File: src/rtl/pc_sequencer.sv
// Fetch sequencer: walks pc through BROM/RAM, loads the instruction register, and handles
// decode back-pressure, execute redirects, halt/resume and the BOOT -> RUN start-up.
module pc_sequencer (
    input  logic        clk,
    input  logic        reset_n,
    input  logic [31:0] instruction_binary,
    output logic [15:0] pc,
    output logic        execute_from_ram,
    input  logic        jump_valid,
    input  logic [15:0] jump_target,
    input  logic        jump_ram,
    input  logic        halt,
    input  logic        resume,
    output logic [31:0] ir,
    output logic [15:0] ir_pc,
    output logic        ir_valid,
    input  logic        ir_ready,
    output logic [1:0]  state
);

    typedef enum logic [1:0] {
        BOOT    = 2'b00,
        RUN     = 2'b01,
        HALT    = 2'b10,
        ILLEGAL = 2'b11
    } state_t;

    state_t      state_q, state_d;
    logic [15:0] pc_d;
    logic        erm_d;
    logic [31:0] ir_d;
    logic [15:0] ir_pc_d;
    logic        ir_valid_d;

    assign state = state_q;

    always_ff @(posedge clk) begin
        if (!reset_n) begin
            state_q          <= BOOT;
            pc               <= 16'h0000;
            execute_from_ram <= 1'b0;
            ir               <= 32'h0000_0000;
            ir_pc            <= 16'h0000;
            ir_valid         <= 1'b0;
        end else begin
            state_q          <= state_d;
            pc               <= pc_d;
            execute_from_ram <= erm_d;
            ir               <= ir_d;
            ir_pc            <= ir_pc_d;
            ir_valid         <= ir_valid_d;
        end
    end

    always_comb begin
        state_d    = state_q;
        pc_d       = pc;
        erm_d      = execute_from_ram;
        ir_d       = ir;
        ir_pc_d    = ir_pc;
        // A handshake always retires the held instruction unless a fetch refills it below.
        ir_valid_d = ir_valid && !ir_ready;

        case (state_q)
            BOOT: begin
                state_d = RUN;
            end
            RUN: begin
                if (jump_valid) begin
                    pc_d       = jump_target;
                    erm_d      = jump_ram;
                    ir_valid_d = 1'b0;
                end else if (halt) begin
                    state_d = HALT;
                end else if (!ir_valid || ir_ready) begin
                    ir_d       = instruction_binary;
                    ir_pc_d    = pc;
                    ir_valid_d = 1'b1;
                    pc_d       = pc + 16'h0001;
                end
            end
            HALT: begin
                if (jump_valid) begin
                    pc_d       = jump_target;
                    erm_d      = jump_ram;
                    ir_valid_d = 1'b0;
                end else if (resume && !halt) begin
                    state_d = RUN;
                end
            end
            default: begin
                // Unreachable encoding: recover straight into RUN without fetching.
                state_d = RUN;
            end
        endcase
    end

endmodule

File: config.mk
export PLATFORM = sky130hd
export DESIGN_NAME = pc_sequencer
export DESIGN_NICKNAME = d
export VERILOG_FILES = /design/src/rtl/pc_sequencer.sv
export SDC_FILE = /design/constraint.sdc
export NUM_CORES = 1
export LEC_CHECK = 0
export ABC_AREA = 1
export ABC_CLOCK_PERIOD_IN_PS = 2840
export BUFFER_PORTS_ARGS = -buffer_cell sky130_fd_sc_hd__clkbuf_2
export CAP_MARGIN = 40
export CORE_MARGIN = 5
export CORE_UTILIZATION = 52
export CTS_CLUSTER_DIAMETER = 120
export DETAILED_ROUTE_END_ITERATION = 12
export PLACE_DENSITY = 0.88
export SYNTH_ARGS = -nofsm -noshare
export SYNTH_HDL_FRONTEND = slang
export SYNTH_SLANG_ARGS = --single-unit
File: constraint.sdc
create_clock -name clk -period 2.84 [get_ports clk]
set_input_delay 0.568 -clock clk [delete_from_list [all_inputs] [get_ports clk]]
set_output_delay 0.568 -clock clk [all_outputs]
set_load 0.05 [all_outputs]
==> results by group, run 1 <==
Status
  – Outcome: finished clean

Die
  – Core area: 5816 um2
  – Chip Height: 86.75 um
  – Num rows: 28
  – Die ar.: 7526 um2
  – IO Pins: 123
  – Horiz. Die Dim: 86.75 um
  – Starting Density: 52.67%

Worst setup path
  – Critical path class: reg2reg
  – CP max stage delay: about 0.40 ns
  – Critical Path Stages: 8
  – Critical-path top delay cell: buf_4
  – CP delay by family, top: buffers and inverters
  – Critical path capture point type: flip-flop
  – Req. time, crit path: 3.06 ns
  – Worst r2r path cells: 8
  – CP Launch Point: state[1]
  – Crit path launch type: flip-flop
  – Worst R2R Start: state[1]
  – Crit path arrival time: 2.16 ns
  – Crit path cell chain: inv_1, ha_1, nand2_1, inv_2, nand3_2, buf_4, o21ai_0, a21oi_1
  – WP buf/inv: 3
  – Worst Path Max Fanout: 36

Power
  – Static Leak: 1.778 nW
  – Clock power frac: 23.9%
  – Internal power: 0.002012 W
  – Proportion of power drawn by flip-flops and latches: 35.6%
  – Switching share of power: 45.67%
  – Power Dens Cells: ~950 nW/um2
  – VDD IR max: 0.0005288 V
  – Combinational power share: 40.5%
  – Net Sw Power: 0.001691 W

Clock tree
  – CTS Buf Count: 9
  – CTS tree: yes
  – Clock Sinks: 68
  – CTS Hold Bufs: 0
  – Worst-path clk slew: 0.08 ns
  – # Post-CTS Setup Buffers: 0
  – CTS max path bufs: 2
  – CTS H-tree depth: 3
  – Root Driver: clkbuf_8
  – Resize count post-CTS: 0
  – Clk_lat worst skew: 0.33 ns

Global routing
  – Initial antenna violation count: 0
  – Largest net degree at the start of global routing: 37
  – First-pass GRT wire length: 13030 um
  – Congestion Overflow GR: 0
  – Number of global-route vias before repair: 2958
  – Global Route Usage Sum: 21.49%

Layout
  – Area growth syn-to-layout: 26.88%
  – Number of fill cells in the layout: 522
  – Layout net count: 600
  – Ant diodes: 0
  – Final Core Density: approximately 67%
  – Layout cells sized above 1: 29.43%
  – Final instance area: approximately 3900 um2

Yosys
  – Distinct cells, synth: 31
  – YS warnings: 0
  – Ys flop type: dfxtp_1
  – EDFF count, synth: 0
  – Avg Cell Area, Syn: 7.156 um2
  – Area leader, netlist: dfxtp_1
  – Synth cell count leaders: inv_1, dfxtp_1, a21oi_1
  – Top post-synthesis cells by area: dfxtp_1, a21oi_1, o21ai_0, inv_1, nand2_1
  – Synthesized cell area: approximately 3000 um2
  – Ys async rst share: 0%
  – Post-synth net total: 486
  – Register bit total from synthesis: 68
  – Register area share after synthesis: 44.44%
  – Most frequent cell after synthesis: inv_1
  – Share of the synthesized area in the top cell type: 44.44%
  – Cell count after synthesis: 428

Min path
  – Worst min path class: reg2reg
  – Startpoint of the worst hold path: ir_pc[10]
  – Cell count of the worst hold path: 2

Drt
  – Detailed Routing Iterations Pass 1: 4
  – Top layer in use: met4
  – Final wirelength: 7975 um
  – Final ANT Viol Nets: 0
  – DRC Markers: 0
  – Vias: 3137
  – DR vias/cell: slightly above 5
  – Routed len/inst: 12.82 um
  – First-iteration detailed-routing DRC count: 168
  – Met1 wire length: 3366 um
  – Met3 WL post-DR: 782 um
  – Met2 wire len: 3768 um

Timing
  – Fin crit period: ~1.9 ns
  – TNS Setup: 0 ns
  – RSZ-0062 raised after global routing: no
  – Final setup viols: 0
  – Maximum clock rate: 513.4 MHz
  – Slew Limit Fails: 0
  – Worst Tran Pin Value: 0.5393 ns
  – Part of the cycle the worst path needs: 68.58%
  – Final worst setup slack: 0.8922 ns
  – Final hold violations: 0
  – Worst hold slack: 0.4438 ns
  – Headroom to the max-slew limit: 64.05%
  – Clock Skew: 0.009113 ns

Place
  – Setup WS pre-CTS: 0.7826 ns
  – Placed Area: between 3000 and 4000 um2
  – Number of port buffers: 122
  – Routability Congestion: 0.8913
  – DP HPWL: slightly below 6000 um

Flow run
  – Max Cap Violations: 0
==> per-stage QoR <==
stage | std cells | power [W]
after detailed placement | 606 | 0.002832
final | 622 | 0.003703
after global placement | 606 | 0.002798
after global routing | 622 | 0.003919
after floorplan | 428 | 0.002529
after CTS | 622 | 0.003720
==> state kept, by name, indices dropped and copies added (netlist names) <==
signal / cells
state: 2
ir_pc: 16
pc: 16
ir: 32
ir_valid: 1
execute_from_ram: 1
==> layer usage <==
layer  global-route usage, %  vias to the layer above
met5                       0                        -
met1                   27.80                     1384
li1                        -                     1604
met2                   34.35                      141
met4                   6.091                        0
met3                   7.034                        8
==> area by class of cell <==
cell class,count,area [um2],area share (%)
Inverter,75,281.5,7.244
Multi-Input combinational cell,263,1291,33.23
Timing Repair Buffer,125,633.1,16.29
Clock inverter,6,87.58,2.254
Clock buffer,10,137.6,3.542
Tap cell,75,93.84,2.415
Sequential cell,68,1361,35.03
==> power by group through the flow <==
stage          sequential, W  combinational [W]  clock [W]
6_report             0.00132            0.00150   0.000883
5_1_grt              0.00135            0.00163   0.000945
4_1_cts              0.00131            0.00150   0.000902
3_5_place_dp         0.00134            0.00150          0
3_3_place_gp         0.00133            0.00147          0
2_1_floorplan        0.00193           0.000602          0
==> tightest hold or removal path, delay by kind of cell (launching register included) <==
family | cells | cell delay [ns]
compound gates | 1 | 0.05
buf+inv | 1 | 0.04
flops | 1 | 0.31
==> cell families (layout without fill, tap and decap cells) <==
| kind of cell | Yosys count | in the layout | share of synthesized area (%) |
|---|---|---|---|
| xor gates and xnor gates | 1 | 1 | 0.2860 |
| and+or+nand+nor | 120 | 120 | 17.20 |
| adders and majority gates | 3 | 3 | 1.226 |
| DFF | 68 | 68 | 44.44 |
| AOI/OAI and AO/OA | 139 | 139 | 23.45 |
| buffers and inverters | 97 | 216 | 13.40 |
==> cell usage in the layout, fill, tap and decap left out, types with 2 or more instances in the layout <==
cell type / netlist / layout
buf_4: 5 / 3
clkinv_4: 0 / 2
inv_2: 5 / 5
a31oi_1: 2 / 2
nand3_2: 2 / 2
bufinv_16: 0 / 2
clkbuf_8: 0 / 10
or2_2: 2 / 2
nand2_2: 4 / 4
nor2_1: 25 / 25
ha_1: 3 / 3
inv_1: 70 / 70
o31ai_1: 2 / 2
dfxtp_1: 68 / 68
nand2_1: 62 / 62
nor3_1: 2 / 2
o21ai_0: 58 / 58
clkinv_2: 0 / 2
clkbuf_2: 1 / 122
o21ai_1: 8 / 8
nand4_1: 3 / 3
nor2_2: 5 / 5
nand3_1: 13 / 13
a21oi_1: 64 / 64
==> worst paths after layout <==
check | endpoint | slack [ns]
setup / recovery | ir[8] | 0.89
hold / removal | ir_pc[10] | 0.44
setup reg to reg | ir[8] | 0.89
hold reg to reg | ir_pc[10] | 0.44
(Power assumes the default switching activity.)
==> run 2, diff against run 1 <==
ABC_CLOCK_PERIOD_IN_PS = 1900   (was 2840)
CORE_UTILIZATION = 48   (was 52)
PLACE_DENSITY = 0.82   (was 0.88)
clock period = 1.9 ns   (was 2.84 ns; I/O delays follow)
==> results by group, run 2 (same netlist as run 1, synthesis figures left out) <==
Layout
  – Final Core Density: 62.15% (-4.7 points)
  – Largest registers: ir: 32 flops, ir_pc: 16 flops, pc: 16 flops
  – Commonest non-fill, non-tap cell in the layout: clkbuf_2
  – Layout net count: 602 (+0.33%)
  – Most flops, register: ir
  – Max reg flops: 32 (unchanged)
  – Most frequent cells in the layout: clkbuf_2, inv_1, dfxtp_1
  – Layout cells sized above 1: 29.20% (-0.24 points)
  – Ant diodes: 0 (unchanged)
  – Area growth syn-to-layout: 27.37%

Drt
  – Routed len/inst: 12.95 um (+0.97%)
  – DR vias/cell: 4.987 (-1.1%)
  – First-iteration detailed-routing DRC count: 112 (-33%)
  – Vias: 3117 (-0.64%)
  – Detailed Routing Iterations Pass 1: 4 (unchanged)
  – Final wirelength: 8091 um (+1.5%)
  – DRC Markers: 0 (unchanged)
  – Final ANT Viol Nets: 0 (unchanged)

Die
  – IO Pins: 123 (unchanged)
  – Chip Height: 89.88 um (+3.6%)
  – Starting Density: 48.79% (-3.9 points)
  – Core area: 6277 um2 (+7.9%)
  – Horiz. Die Dim: 89.88 um (+3.6%)
  – Num rows: 29 (+3.6%)
  – Die ar.: 8078 um2 (+7.3%)

Timing
  – Clock Skew: 0.007875 ns (-0.001238 ns)
  – Worst Tran Pin Value: 0.5142 ns (-0.02510 ns)
  – TNS Setup: 0 ns (unchanged)
  – Maximum clock rate: 556.9 MHz (+8.5%)
  – Slew Limit Fails: 0 (unchanged)
  – Worst hold slack: 0.2792 ns (-0.1646 ns)
  – Headroom to the max-slew limit: 65.68% (+1.6 points)
  – Part of the cycle the worst path needs: 94.50% (+26 points)
  – Final hold violations: 0 (unchanged)
  – Fin crit period: 1.796 ns (-0.1522 ns)
  – Final setup viols: 0 (unchanged)

Clock tree
  – Root Driver: clkbuf_8
  – CTS Hold Bufs: 0 (unchanged)
  – CTS tree: yes
  – CTS H-tree depth: 3 (unchanged)
  – Worst-path clk slew: 0.07 ns (about the same)
  – Clock Sinks: 68 (unchanged)
  – Clk_lat worst skew: 0.33 ns (about the same)
  – CTS max path bufs: 2 (unchanged)
  – CTS Buf Count: 9 (unchanged)

Min path
  – Worst min path class: in2reg

Worst setup path
  – Req. time, crit path: 2.16 ns (-0.90 ns)
  – Crit path arrival time: 2.05 ns (-0.11 ns)
  – Worst Path Max Fanout: 20 (-44%)
  – Critical path capture point type: flip-flop
  – Critical path class: reg2reg
  – Crit path launch type: flip-flop

Global routing
  – Initial antenna violation count: 0 (unchanged)
  – Global routing's busiest layer: met2
  – Number of global-route vias before repair: 2863 (-3.2%)
  – Congestion Overflow GR: 0 (unchanged)
  – Largest net degree at the start of global routing: 97 (+160%)
  – Met2 global-route usage: 31.34% (-3.0 points)
  – Global Route Usage Sum: 19.29% (-2.2 points)
  – Met1 GRT Util: 23.42% (-4.4 points)
  – Met3 Use GR: 6.511% (-0.52 points)
  – First-pass GRT wire length: 13120 um (+0.74%)

Place
  – DP HPWL: 5922 um (+0.35%)
  – Routability Congestion: 0.9194 (+3.2%)
  – Number of port buffers: 122 (unchanged)

Power
  – Static Leak: 1.783 nW (+0.29%)
  – VDD IR max: 0.0006575 V (+24%)
  – Power Dens Cells: 1401 nW/um2 (+47%)

Flow run
  – Max Cap Violations: 0 (unchanged)

Status
  – Outcome: finished clean
==> run 2: cell types whose count changed in the layout (fill, tap and decap cells not counted), sizes merged <==
cell,delta
buf,+2
bufinv,-1
clkbuf,+4
clkinv,-4
==> run 2: stage by stage <==
stage	instances	instance area [um2]	worst slack [ns]	total power [W]
CTS	625	3894	0.09625	0.005484
global placement	610	3691	0.2291	0.004187
global route	625	3901	-0.0005065	0.005780
finish	625	3901	0.1045	0.005467
floorplan	428	3063	0.06684	0.003780
detailed placement	610	3691	0.1256	0.004254
==> run 2: worst paths after layout <==
check | from | to | slack, ns | cells past startpoint
min | jump_ram | execute_from_ram | 0.28 | 3
min reg2reg | ir[26] | ir[26] | 0.44 | 2
max | state[0] | pc[15] | 0.10 | 9
max reg2reg | state[0] | pc[15] | 0.10 | 9
==> run 2: critical path: stages, from the launching register on <==
cell and delay, ns:
dfxtp_1 0.36, inv_1 0.08, ha_1 0.27, inv_2 0.13, nand3_2 0.09, nand2_2 0.30
inv_4 0.14, nor2_1 0.14, nand2_1 0.06, a21oi_1 0.12
==> run 2: final cells by class <==
cell class | count | area, um2
repair buffers | 127 | 660.6
flip-flops and latches | 68 | 1361
clock inverters | 1 | 30.03
well taps | 77 | 96.34
inverters | 75 | 284.0
clock buffers | 14 | 172.7
multi-input cells | 263 | 1296
fillers | 578 | 2376
==> run 2: what timing repair did <==
action	CTS	global route
gates resized for setup	0	2
setup endpoints to repair	0	6
setup buffers	0	0
==> run 2: routing by layer <==
layer | share of wire [%] | routed length (um)
met1 | 44 | 3535
met2 | 47 | 3769
met3 | 8.3 | 670
met4 | 1.4 | 114
met5 | 0 | 0
==> run 2: power by group <==
group	leakage (nW)	switching [W]	internal (W)	total (W)
clock network	0.103	0.000508	0.000709	0.00122
logic	1.13	0.00174	0.000552	0.00229
registers	0.554	0.000260	0.00170	0.00196
==> run 3, diff against run 2 <==
ABC_AREA = 0   (was 1)
CORE_UTILIZATION = 47   (was 48)
MAX_ROUTING_LAYER = met4   (was unset)
==> results by group, run 3 <==
Die
  – Num rows: 28 (-3.4%)
  – Chip Height: 87.62 um (-2.5%)
  – Starting Density: 48.11% (-0.69 points)
  – IO Pins: 123 (unchanged)
  – Horiz. Die Dim: 87.62 um (-2.5%)
  – Core area: 5886 um2 (-6.2%)
  – Die ar.: 7676 um2 (-5.0%)

Yosys
  – Register bit total from synthesis: 68 (unchanged)
  – Post-Synth Simple-Gate Area: 25.10% (+7.9 points)
  – YS warnings: 0 (unchanged)
  – Top post-synthesis cells by area: dfxtp_1, nand2_1, a21oi_1, buf_2, nor2_1
  – Area leader, netlist: dfxtp_1
  – Share of the synthesized area in the top cell type: 48.08% (+3.6 points)
  – Compound-cell area share of the yosys netlist: 20.50% (-2.9 points)
  – EDFF count, synth: 0 (unchanged)
  – Most frequent cell after synthesis: nand2_1
  – Ys async rst share: 0% (unchanged)
  – Synthesized cell area: 2831 um2 (-7.6%)
  – Synth cell count leaders: nand2_1, dfxtp_1, a21oi_1
  – Synth Area in Adders: 1.326% (+0.10 points)
  – Post-synth net total: 429 (-12%)
  – Multiplexer area fraction after synthesis: 0.3535% (+0.35 points)
  – Register area share after synthesis: 48.08% (+3.6 points)
  – Cell count after synthesis: 371 (-13%)
  – Ys flop type: dfxtp_1
  – XOR/XNOR Fraction of Synth Area: 0% (-0.29 points)
  – Distinct cells, synth: 39 (+26%)
  – Avg Cell Area, Syn: 7.632 um2 (+6.6%)
  – Largest family of logic cells by synthesized area: simple AND/OR/NAND/NOR gates

Drt
  – First-iteration detailed-routing DRC count: 161 (+44%)
  – Vias: 2984 (-4.3%)
  – Final wirelength: 8112 um (+0.26%)
  – DRC Markers: 0 (unchanged)
  – DR vias/cell: 5.226 (+4.8%)
  – Routed len/inst: 14.21 um (+9.7%)
  – Final ANT Viol Nets: 0 (unchanged)
  – Detailed Routing Iterations Pass 1: 5 (+1)

Timing
  – Fin crit period: 1.779 ns (-0.01670 ns)
  – Final setup viols: 0 (unchanged)
  – Headroom to the max-slew limit: 69.35% (+3.7 points)
  – Clock Skew: 0.01199 ns (+0.004116 ns)
  – Worst Tran Pin Value: 0.4591 ns (-0.05510 ns)
  – Slew Limit Fails: 0 (unchanged)
  – Final hold violations: 0 (unchanged)
  – Part of the cycle the worst path needs: 93.62% (-0.88 points)
  – Maximum clock rate: 562.2 MHz (+0.94%)
  – RSZ-0062 raised after global routing: no
  – TNS Setup: 0 ns (unchanged)

Worst setup path
  – Worst R2R Start: state[0]
  – Worst Path Max Fanout: 18 (-10%)
  – Crit path arrival time: 2.04 ns (about the same)
  – RR Endpoint: pc[14]
  – R2r setup slk: 0.12 ns (+0.02 ns)
  – Crit path launch type: flip-flop
  – Worst r2r path cells: 7 (-2)
  – Critical path class: reg2reg
  – Critical path capture point type: flip-flop
  – Req. time, crit path: 2.16 ns (about the same)

Power
  – Net Sw Power: 0.0009261 W (-63%)
  – Clock power frac: 35.9% (+14 points)
  – Design Power: 0.003231 W (-41%)
  – Proportion of power drawn by flip-flops and latches: 47.1% (+11 points)
  – Internal power: 0.002305 W (-22%)
  – VDD IR max: 0.0004564 V (-31%)
  – Combinational power share: 17.0% (-25 points)
  – Static Leak: 1.625 nW (-8.9%)
  – Power Dens Cells: 864.0 nW/um2 (-38%)
  – Switching share of power: 28.66% (-17 points)

Global routing
  – Initial antenna violation count: 0 (unchanged)
  – First-pass GRT wire length: 12900 um (-1.7%)
  – Largest net degree at the start of global routing: 38 (-61%)
  – Number of global-route vias before repair: 2895 (+1.1%)
  – Global Route Usage Sum: 21.98% (+2.7 points)
  – Congestion Overflow GR: 0 (unchanged)

Clock tree
  – Root Driver: clkbuf_8
  – CTS max path bufs: 2 (unchanged)
  – Clock Sinks: 68 (unchanged)
  – CTS tree: yes
  – Worst-path clk slew: 0.07 ns (about the same)
  – CTS Buf Count: 9 (unchanged)
  – Resize count post-CTS: 0 (unchanged)
  – CTS H-tree depth: 3 (unchanged)
  – CTS Hold Bufs: 0 (unchanged)
  – # Post-CTS Setup Buffers: 0 (unchanged)
  – Clk_lat worst skew: 0.34 ns (about the same)

Layout
  – Number of fill cells in the layout: 523 (-9.5%)
  – Ant diodes: 0 (unchanged)
  – Fin cells: 571 (-8.6%)
  – Max reg flops: 32 (unchanged)
  – Largest registers: ir: 32 flops, ir_pc: 16 flops, pc: 16 flops
  – Layout net count: 551 (-8.5%)
  – Final Core Density: 63.54% (+1.4 points)
  – Layout cells sized above 1: 31.65% (+2.5 points)
  – Area growth syn-to-layout: 32.08%
  – Final instance area: 3740 um2 (-4.1%)
  – Most flops, register: ir
  – Most frequent cells in the layout: nand2_1, clkbuf_2, dfxtp_1

Place
  – DP HPWL: 5889 um (-0.56%)
  – Routability Congestion: 0.8141 (-11%)
  – Number of port buffers: 122 (unchanged)
  – Placed Area: 3550 um2 (-3.8%)
  – DP Cell Count: 557 (-8.7%)

Flow run
  – Max Cap Violations: 0 (unchanged)

Min path
  – Cell count of the worst hold path: 3 (unchanged)
  – Min-Delay Endpoint: ir[2]
  – Worst min path class: in2reg
  – Startpoint of the worst hold path: instruction_binary[2]

Status
  – Outcome: finished clean
## run 3: cell families (layout without fill, tap and decap cells)
logic type / Yosys count / count (layout)
simple gates: 168 / 168
mux: 1 / 1
flops: 68 / 68
fa+ha+maj: 3 / 3
buf+inv: 29 / 154
compound gates: 102 / 102
## run 3: worst max-delay path by stage
stage             start       end  slack [ns]  cells after the start
2_1_floorplan     pc[3]    pc[15]        0.03                      6
3_3_place_gp   state[0]    pc[14]        0.21                      7
3_5_place_dp   state[1]  ir_pc[7]        0.14                      7
4_1_cts        state[1]     ir[7]        0.12                      7
5_1_grt        state[0]    pc[14]       0.008                      7
6_report       state[0]    pc[14]        0.12                      7
## run 3: power by group through the flow
stage                     Combinational (W)  Sequential [W]  Clock, W
after floorplan                    0.000191         0.00173         0
after global routing               0.000590         0.00153   0.00127
final                              0.000548         0.00152   0.00116
after detailed placement           0.000546         0.00155         0
after global placement             0.000537         0.00155         0
after CTS                          0.000550         0.00152   0.00119
## run 3: per-stage QoR
step	hold slack (ns)	setup WS, ns
floorplan	0.5160	0.02938
global placement	0.4405	0.2115
detailed placement	0.4456	0.1373
CTS	0.2446	0.1153
global route	0.2636	0.007682
finish	0.2547	0.1212
## run 3: layer usage
metal  global-route usage, %  share of wire, %  up-vias
met2                   36.23                48      122
met3                   3.575               7.6       13
met5                       -                 0        -
met4                   10.74               1.6        0
met1                   25.96                43     1348
li1                        -                 -     1501
## run 3: worst max-delay path, stage by stage (launching register included)
cell and delay (ns):
dfxtp_2 0.35, inv_1 0.04, ha_1 0.27, or2_1 0.33, buf_4 0.23, nor4_1 0.26
a21oi_1 0.06, o21ai_0 0.15
## run 3: final cells by class
cell class              count  area (um2)  share of cell area (%)
clock buffers              12       155.1                   4.149
clock inverters             2       35.03                  0.9368
inverters                   3       11.26                  0.3011
multi-input cells         274        1345                   35.97
flip-flops and latches     68        1364                   36.47
well taps                  75       93.84                   2.509
repair buffers            137       735.7                   19.67
